### config.mk
export PLATFORM = sky130hd
export DESIGN_NAME = tx_byte_sequencer
export DESIGN_NICKNAME = d
export VERILOG_FILES = /design/src/rtl/tx_byte_sequencer.sv
export SDC_FILE = /design/constraint.sdc
export NUM_CORES = 1
export LEC_CHECK = 0
export BUFFER_PORTS_ARGS = -buffer_cell sky130_fd_sc_hd__clkbuf_2
export CAP_MARGIN = 20
export CORE_MARGIN = 4
export CORE_UTILIZATION = 53
export CTS_BUF_LIST = sky130_fd_sc_hd__clkbuf_8
export DETAILED_ROUTE_END_ITERATION = 10
export GPL_TIMING_DRIVEN = 0
export PLACE_DENSITY_LB_ADDON = 0.2
export SLEW_MARGIN = 40
export SYNTH_ARGS = -nofsm -noshare
export SYNTH_HDL_FRONTEND = slang
export SYNTH_SLANG_ARGS = --single-unit
export TNS_END_PERCENT = 30
### constraint.sdc
create_clock -name clk -period 1.8 [get_ports clk]
set_input_delay 0.18 -clock clk [delete_from_list [all_inputs] [get_ports clk]]
set_output_delay 0.18 -clock clk [all_outputs]
set_load 0.005 [all_outputs]
### src/rtl/tx_byte_sequencer.sv
// tx_byte_sequencer: feeds a parallel-to-serial shift register. It keeps one
// byte in a holding buffer and times load/shift strobes so that each bit
// stays on the line for CLKS_PER_BIT clocks. Bytes are chained with no idle
// gap, and an abort forces the line back to idle-high.
module tx_byte_sequencer #(
  parameter int NUM_BITS     = 8,
  parameter int CLKS_PER_BIT = 8
) (
  input  logic                clk,
  input  logic                n_rst,
  input  logic                tx_valid,
  input  logic [NUM_BITS-1:0] tx_data,
  output logic                tx_ready,
  input  logic                tx_abort,
  output logic                load_enable,
  output logic                shift_enable,
  output logic [NUM_BITS-1:0] parallel_out,
  output logic                byte_done,
  output logic                busy
);

  localparam int TW = $clog2(CLKS_PER_BIT);
  localparam int BW = $clog2(NUM_BITS);
  localparam logic [TW-1:0] TMAX = TW'(CLKS_PER_BIT - 1);
  localparam logic [BW-1:0] BMAX = BW'(NUM_BITS - 1);

  typedef enum logic [1:0] {IDLE, LOAD, SHIFT} state_t;

  state_t                state_q, state_d;
  logic [TW-1:0]         timer_q, timer_d;
  logic [BW-1:0]         bit_q, bit_d;
  logic [NUM_BITS-1:0]   hold_data_q;
  logic                  hold_full_q;

  // Raw strobes before reset gating; take marks a load from the buffer.
  logic le_raw, se_raw, bd_raw, take;
  logic accept;

  // Handshake is closed during reset, while full, and in an abort cycle.
  assign tx_ready = n_rst && !hold_full_q && !tx_abort;
  assign accept   = tx_valid && tx_ready;

  // State, bit timer and bit counter registers.
  always_ff @(posedge clk) begin
    if (!n_rst) begin
      state_q <= IDLE;
      timer_q <= '0;
      bit_q   <= '0;
    end else begin
      state_q <= state_d;
      timer_q <= timer_d;
      bit_q   <= bit_d;
    end
  end

  // Holding buffer: abort and loads empty it; accept fills it. A load needs
  // the buffer full while an accept needs it empty, so they never collide.
  always_ff @(posedge clk) begin
    if (!n_rst) begin
      hold_full_q <= 1'b0;
      hold_data_q <= '1;
    end else if (tx_abort || take) begin
      hold_full_q <= 1'b0;
    end else if (accept) begin
      hold_full_q <= 1'b1;
      hold_data_q <= tx_data;
    end
  end

  // Next-state and strobe decode; abort overrides every state.
  always_comb begin
    state_d = state_q;
    timer_d = timer_q;
    bit_d   = bit_q;
    le_raw  = 1'b0;
    se_raw  = 1'b0;
    bd_raw  = 1'b0;
    take    = 1'b0;
    if (tx_abort) begin
      // Loading all ones parks the serial line high.
      le_raw  = 1'b1;
      state_d = IDLE;
      timer_d = '0;
      bit_d   = '0;
    end else begin
      case (state_q)
        IDLE: begin
          if (hold_full_q) state_d = LOAD;
        end
        LOAD: begin
          le_raw  = 1'b1;
          take    = 1'b1;
          timer_d = '0;
          bit_d   = '0;
          state_d = SHIFT;
        end
        SHIFT: begin
          if (timer_q == TMAX) begin
            timer_d = '0;
            if (bit_q == BMAX) begin
              bd_raw = 1'b1;
              bit_d  = '0;
              if (hold_full_q) begin
                // Chain the next byte on the last strobe: no idle gap.
                le_raw = 1'b1;
                take   = 1'b1;
              end else begin
                // Final shift pulls a 1 in behind the last bit.
                se_raw  = 1'b1;
                state_d = IDLE;
              end
            end else begin
              se_raw = 1'b1;
              bit_d  = bit_q + 1'b1;
            end
          end else begin
            timer_d = timer_q + 1'b1;
          end
        end
        default: state_d = IDLE;
      endcase
    end
  end

  // Outputs are forced quiet while reset is held.
  assign load_enable  = n_rst && le_raw;
  assign shift_enable = n_rst && se_raw;
  assign byte_done    = n_rst && bd_raw;
  assign parallel_out = (n_rst && take) ? hold_data_q : '1;
  assign busy         = (state_q != IDLE) || hold_full_q;

endmodule

==> key figures <==
CTS
  – H-tree depth: 1
  – Clock Tree Root: clkbuf_8
  – Reg clk slew, reported paths: 70 ps
  – Bufs on Longest Clock Path: 2
  – Worst skew pair latency: 260 ps
  – Clock sink count: 17
  – TritonCTS clock tree: done
  – Num CTS Buffers: 3
  – CTS Hold Bufs: 0

Power
  – Power Density: 591 nW/µm²
  – NetSw: 0.000183 W
  – Flop pwr share: 51.3%
  – Pleak: between 0.4 and 0.5 nW
  – Comb pwr share: 9.8%
  – Clock power share: 38.9%
  – Worst VDD drop: around 0.64 mV
  – Internal: 0.000567 W
  – Switching Share: approximately 24%

Synth
  – Async SR Flop Fraction: 0%
  – Synth area leader: dfxtp_1
  – Post-synth EDFFs: 0
  – Synth cell count leaders: a21oi_1 (17), dfxtp_1 (17), o21ai_0 (13)
  – Primary FF master, synth: dfxtp_1
  – Synth Instances: 112
  – Mapped Avg Cell Area: approximately 8 µm²
  – Yosys synthesis warning count: 0
  – Sequential-to-total area share from yosys stat: 36.9%
  – Synth top area cells: dfxtp_1 (37%), ha_1 (9.5%), a21oi_1 (9.2%), o21ai_0 (7.0%), or3_1 (5.4%)
  – Synth top area share: 36.9%
  – Net count after synthesis: 131
  – Cell Area, Synth: ~920 µm²
  – Synth Register Bits: 17
  – Netlist cell types: 31

Detailed routing
  – Detailed-route via count: 957
  – Drt pass-1 iters: 4
  – DRT antenna net count: 0
  – Post-Route WL: between 2000 and 3000 µm
  – WL/cell: 15.9 µm
  – Via density: 5.94
  – DRT iter0 DRCs: 19
  – DR DRC count: 0

Die
  – Die width: ~50 µm
  – # IOs: 25
  – Cell Rows: 14
  – Chip height: 49.7 µm
  – Core Region: 1580 µm²
  – Die ar.: 2470 µm²
  – Initial core utilization: 58.6%

Cells and area
  – Area of the multi-input gates: 612 µm²
  – Synth-to-layout area growth: 37.3%
  – Final core utilization: 80.4%
  – Register area: 353 µm²
  – Final nets: roughly 170
  – Antenna Diode Count: 0
  – Ratio of cells with drive above 1 in the final layout: 40.0%
  – Fillcell total: 120

STA
  – Max Clock Freq: 0.532 GHz
  – Post-route setup slack: -80.5 ps
  – Setup Viol. Count Final: 9
  – Unrepaired setup endpoints after global routing: yes
  – Worst slew pin tran: 444 ps
  – Final period demand of the worst path: 1880 ps
  – Final hold vios: 0
  – Layout Skew: 0.801 ps
  – Crit share post-route: 104%
  – Rel. slew slack: 70.4%
  – Hold slack final: 203 ps
  – Max-slew violation count: 0

Critical path
  – CP Data Required Time: 1620 ps
  – Critical Path Most Common Cell: ha_4
  – CP cell instances: ha_4, ha_4, a41o_1, nand2_4, or3_4, buf_6
  – Slowest stage delay, CP: 380 ps
  – Critical path class: reg2out
  – Critical path's slowest cell: or3_4
  – Crit path max-delay family: simple AND/OR/NAND/NOR gates
  – Worst setup SP type: flop
  – Critical path buffer and inverter count: 1
  – CP Capture Type: output pin
  – Crit path max fanout: 8
  – Arr. time, crit path: approximately 1700 ps

GRT
  – Number of global-route vias before repair: 915
  – All-Layer GR Usage: between 20% and 30%
  – Antenna violations before repair: 0
  – Grt ovf: 0
  – Largest net degree at the start of global routing: 11
  – First-pass GRT wire length: 4220 µm

Run status
  – Failing checks: setup timing
  – Status: finished, violations left

Place
  – Placed wire-length estimate: 1530 µm
  – Port Buffers: 24
  – Gpl congestion: just over 0.7

Flow run
  – Max cap viols: 0

Hold path
  – HP Class: in2reg
## through the flow
| step | cell area, µm² | setup TNS (ps) | instances | power, W | worst slack, ps |
|---|---|---|---|---|---|
| after floorplan | 923 | 0 | 112 | 0.000432 | 253 |
| after global placement | 1060 | -13.0 | 152 | 0.000457 | -10.3 |
| after detailed placement | 1060 | -26.8 | 152 | 0.000459 | -18.7 |
| after CTS | 1230 | -250 | 161 | 0.000748 | -65.7 |
| after global routing | 1270 | -1230 | 161 | 0.000787 | -147 |
| final | 1270 | -427 | 161 | 0.000749 | -80.5 |
## layout make-up
type                       instances  share of cell area [%]
sequential                        17                    27.8
tap                               16                    1.58
clock buffer                       3                    3.26
inverter                           3                    1.09
timing repair buffer              30                    14.1
clock inverter                     1                   0.395
buffer                             7                    3.46
multi-input combinational         84                    48.3
## metal layers
layer / up-vias / track usage [%] / wire (µm)
met5: - / 0 / 0
met4: 0 / 11.1 / 72
met3: 7 / 5.42 / 110
met2: 36 / 37.4 / 1270
met1: 439 / 25.9 / 1110
li1: 475 / - / -
## logic make-up after synthesis
| kind of cell | share of synthesized area, % |
|---|---|
| buffers and inverters | 6.23 |
| adders and majority gates | 9.48 |
| DFF | 36.9 |
| and+or+nand+nor | 25.6 |
| AOI/OAI and AO/OA | 20.6 |
| muxes | 1.22 |
## cells in the final DEF (no fill, tap or decap), types with 2 or more instances in the layout
| master | instances |
|---|---|
| clkbuf_1 | 3 |
| nor3_1 | 8 |
| nand2b_1 | 2 |
| nor2b_1 | 3 |
| buf_2 | 2 |
| clkbuf_2 | 23 |
| nand3_1 | 3 |
| clkbuf_8 | 3 |
| or3_1 | 7 |
| buf_4 | 5 |
| dfxtp_2 | 4 |
| buf_6 | 3 |
| o21ai_0 | 13 |
| dfxtp_4 | 2 |
| dfxtp_1 | 11 |
| nor2_1 | 2 |
| nand2_1 | 6 |
| a21oi_1 | 16 |
| ha_4 | 5 |
| nand3b_1 | 2 |
## repair_timing
action                     4_1_cts  5_1_grt
gates resized for setup         20       10
buffers inserted                 5        1
pin swaps                        7        7
setup endpoints to repair        8       19
## worst register-to-register path, delay by kind of cell (launching register included)
family,cells,cell delay [ps]
adders and majority gates,1,300
AOI/OAI and AO/OA,1,130
and+or+nand+nor,1,530
DFF,1,370
buffers and inverters,4,370
## worst paths after layout
path / start / endpoint / slack (ps) / cells after the start
worst min-delay path: tx_data[3] / hold_data_q[3]$_SDFFE_PN1P_ / 200 / 3
worst max-delay path: timer_q[0]$_SDFFE_PP0N_ / parallel_out[7] / -80 / 6
worst min register to register: bit_q[1]$_SDFFE_PP0P_ / bit_q[1]$_SDFFE_PP0P_ / 500 / 2
worst max register to register: state_q[1]$_SDFFE_PP0P_ / bit_q[1]$_SDFFE_PP0P_ / 50 / 7
## flip-flops by register name (all words and copies together) (netlist names)
register and flops:
hold_data_q 8, hold_full_q 1, state_q 2, timer_q 3, bit_q 3
## power by group through the flow
stage	Clock [W]	Combinational (W)	Sequential, W
after floorplan	0	0.0000380	0.000395
after global placement	0	0.0000623	0.000395
after detailed placement	0	0.0000638	0.000395
after CTS	0.000294	0.0000672	0.000387
after global routing	0.000321	0.0000815	0.000385
final	0.000292	0.0000731	0.000384
Note: power is estimated with default switching activity, not from simulation.
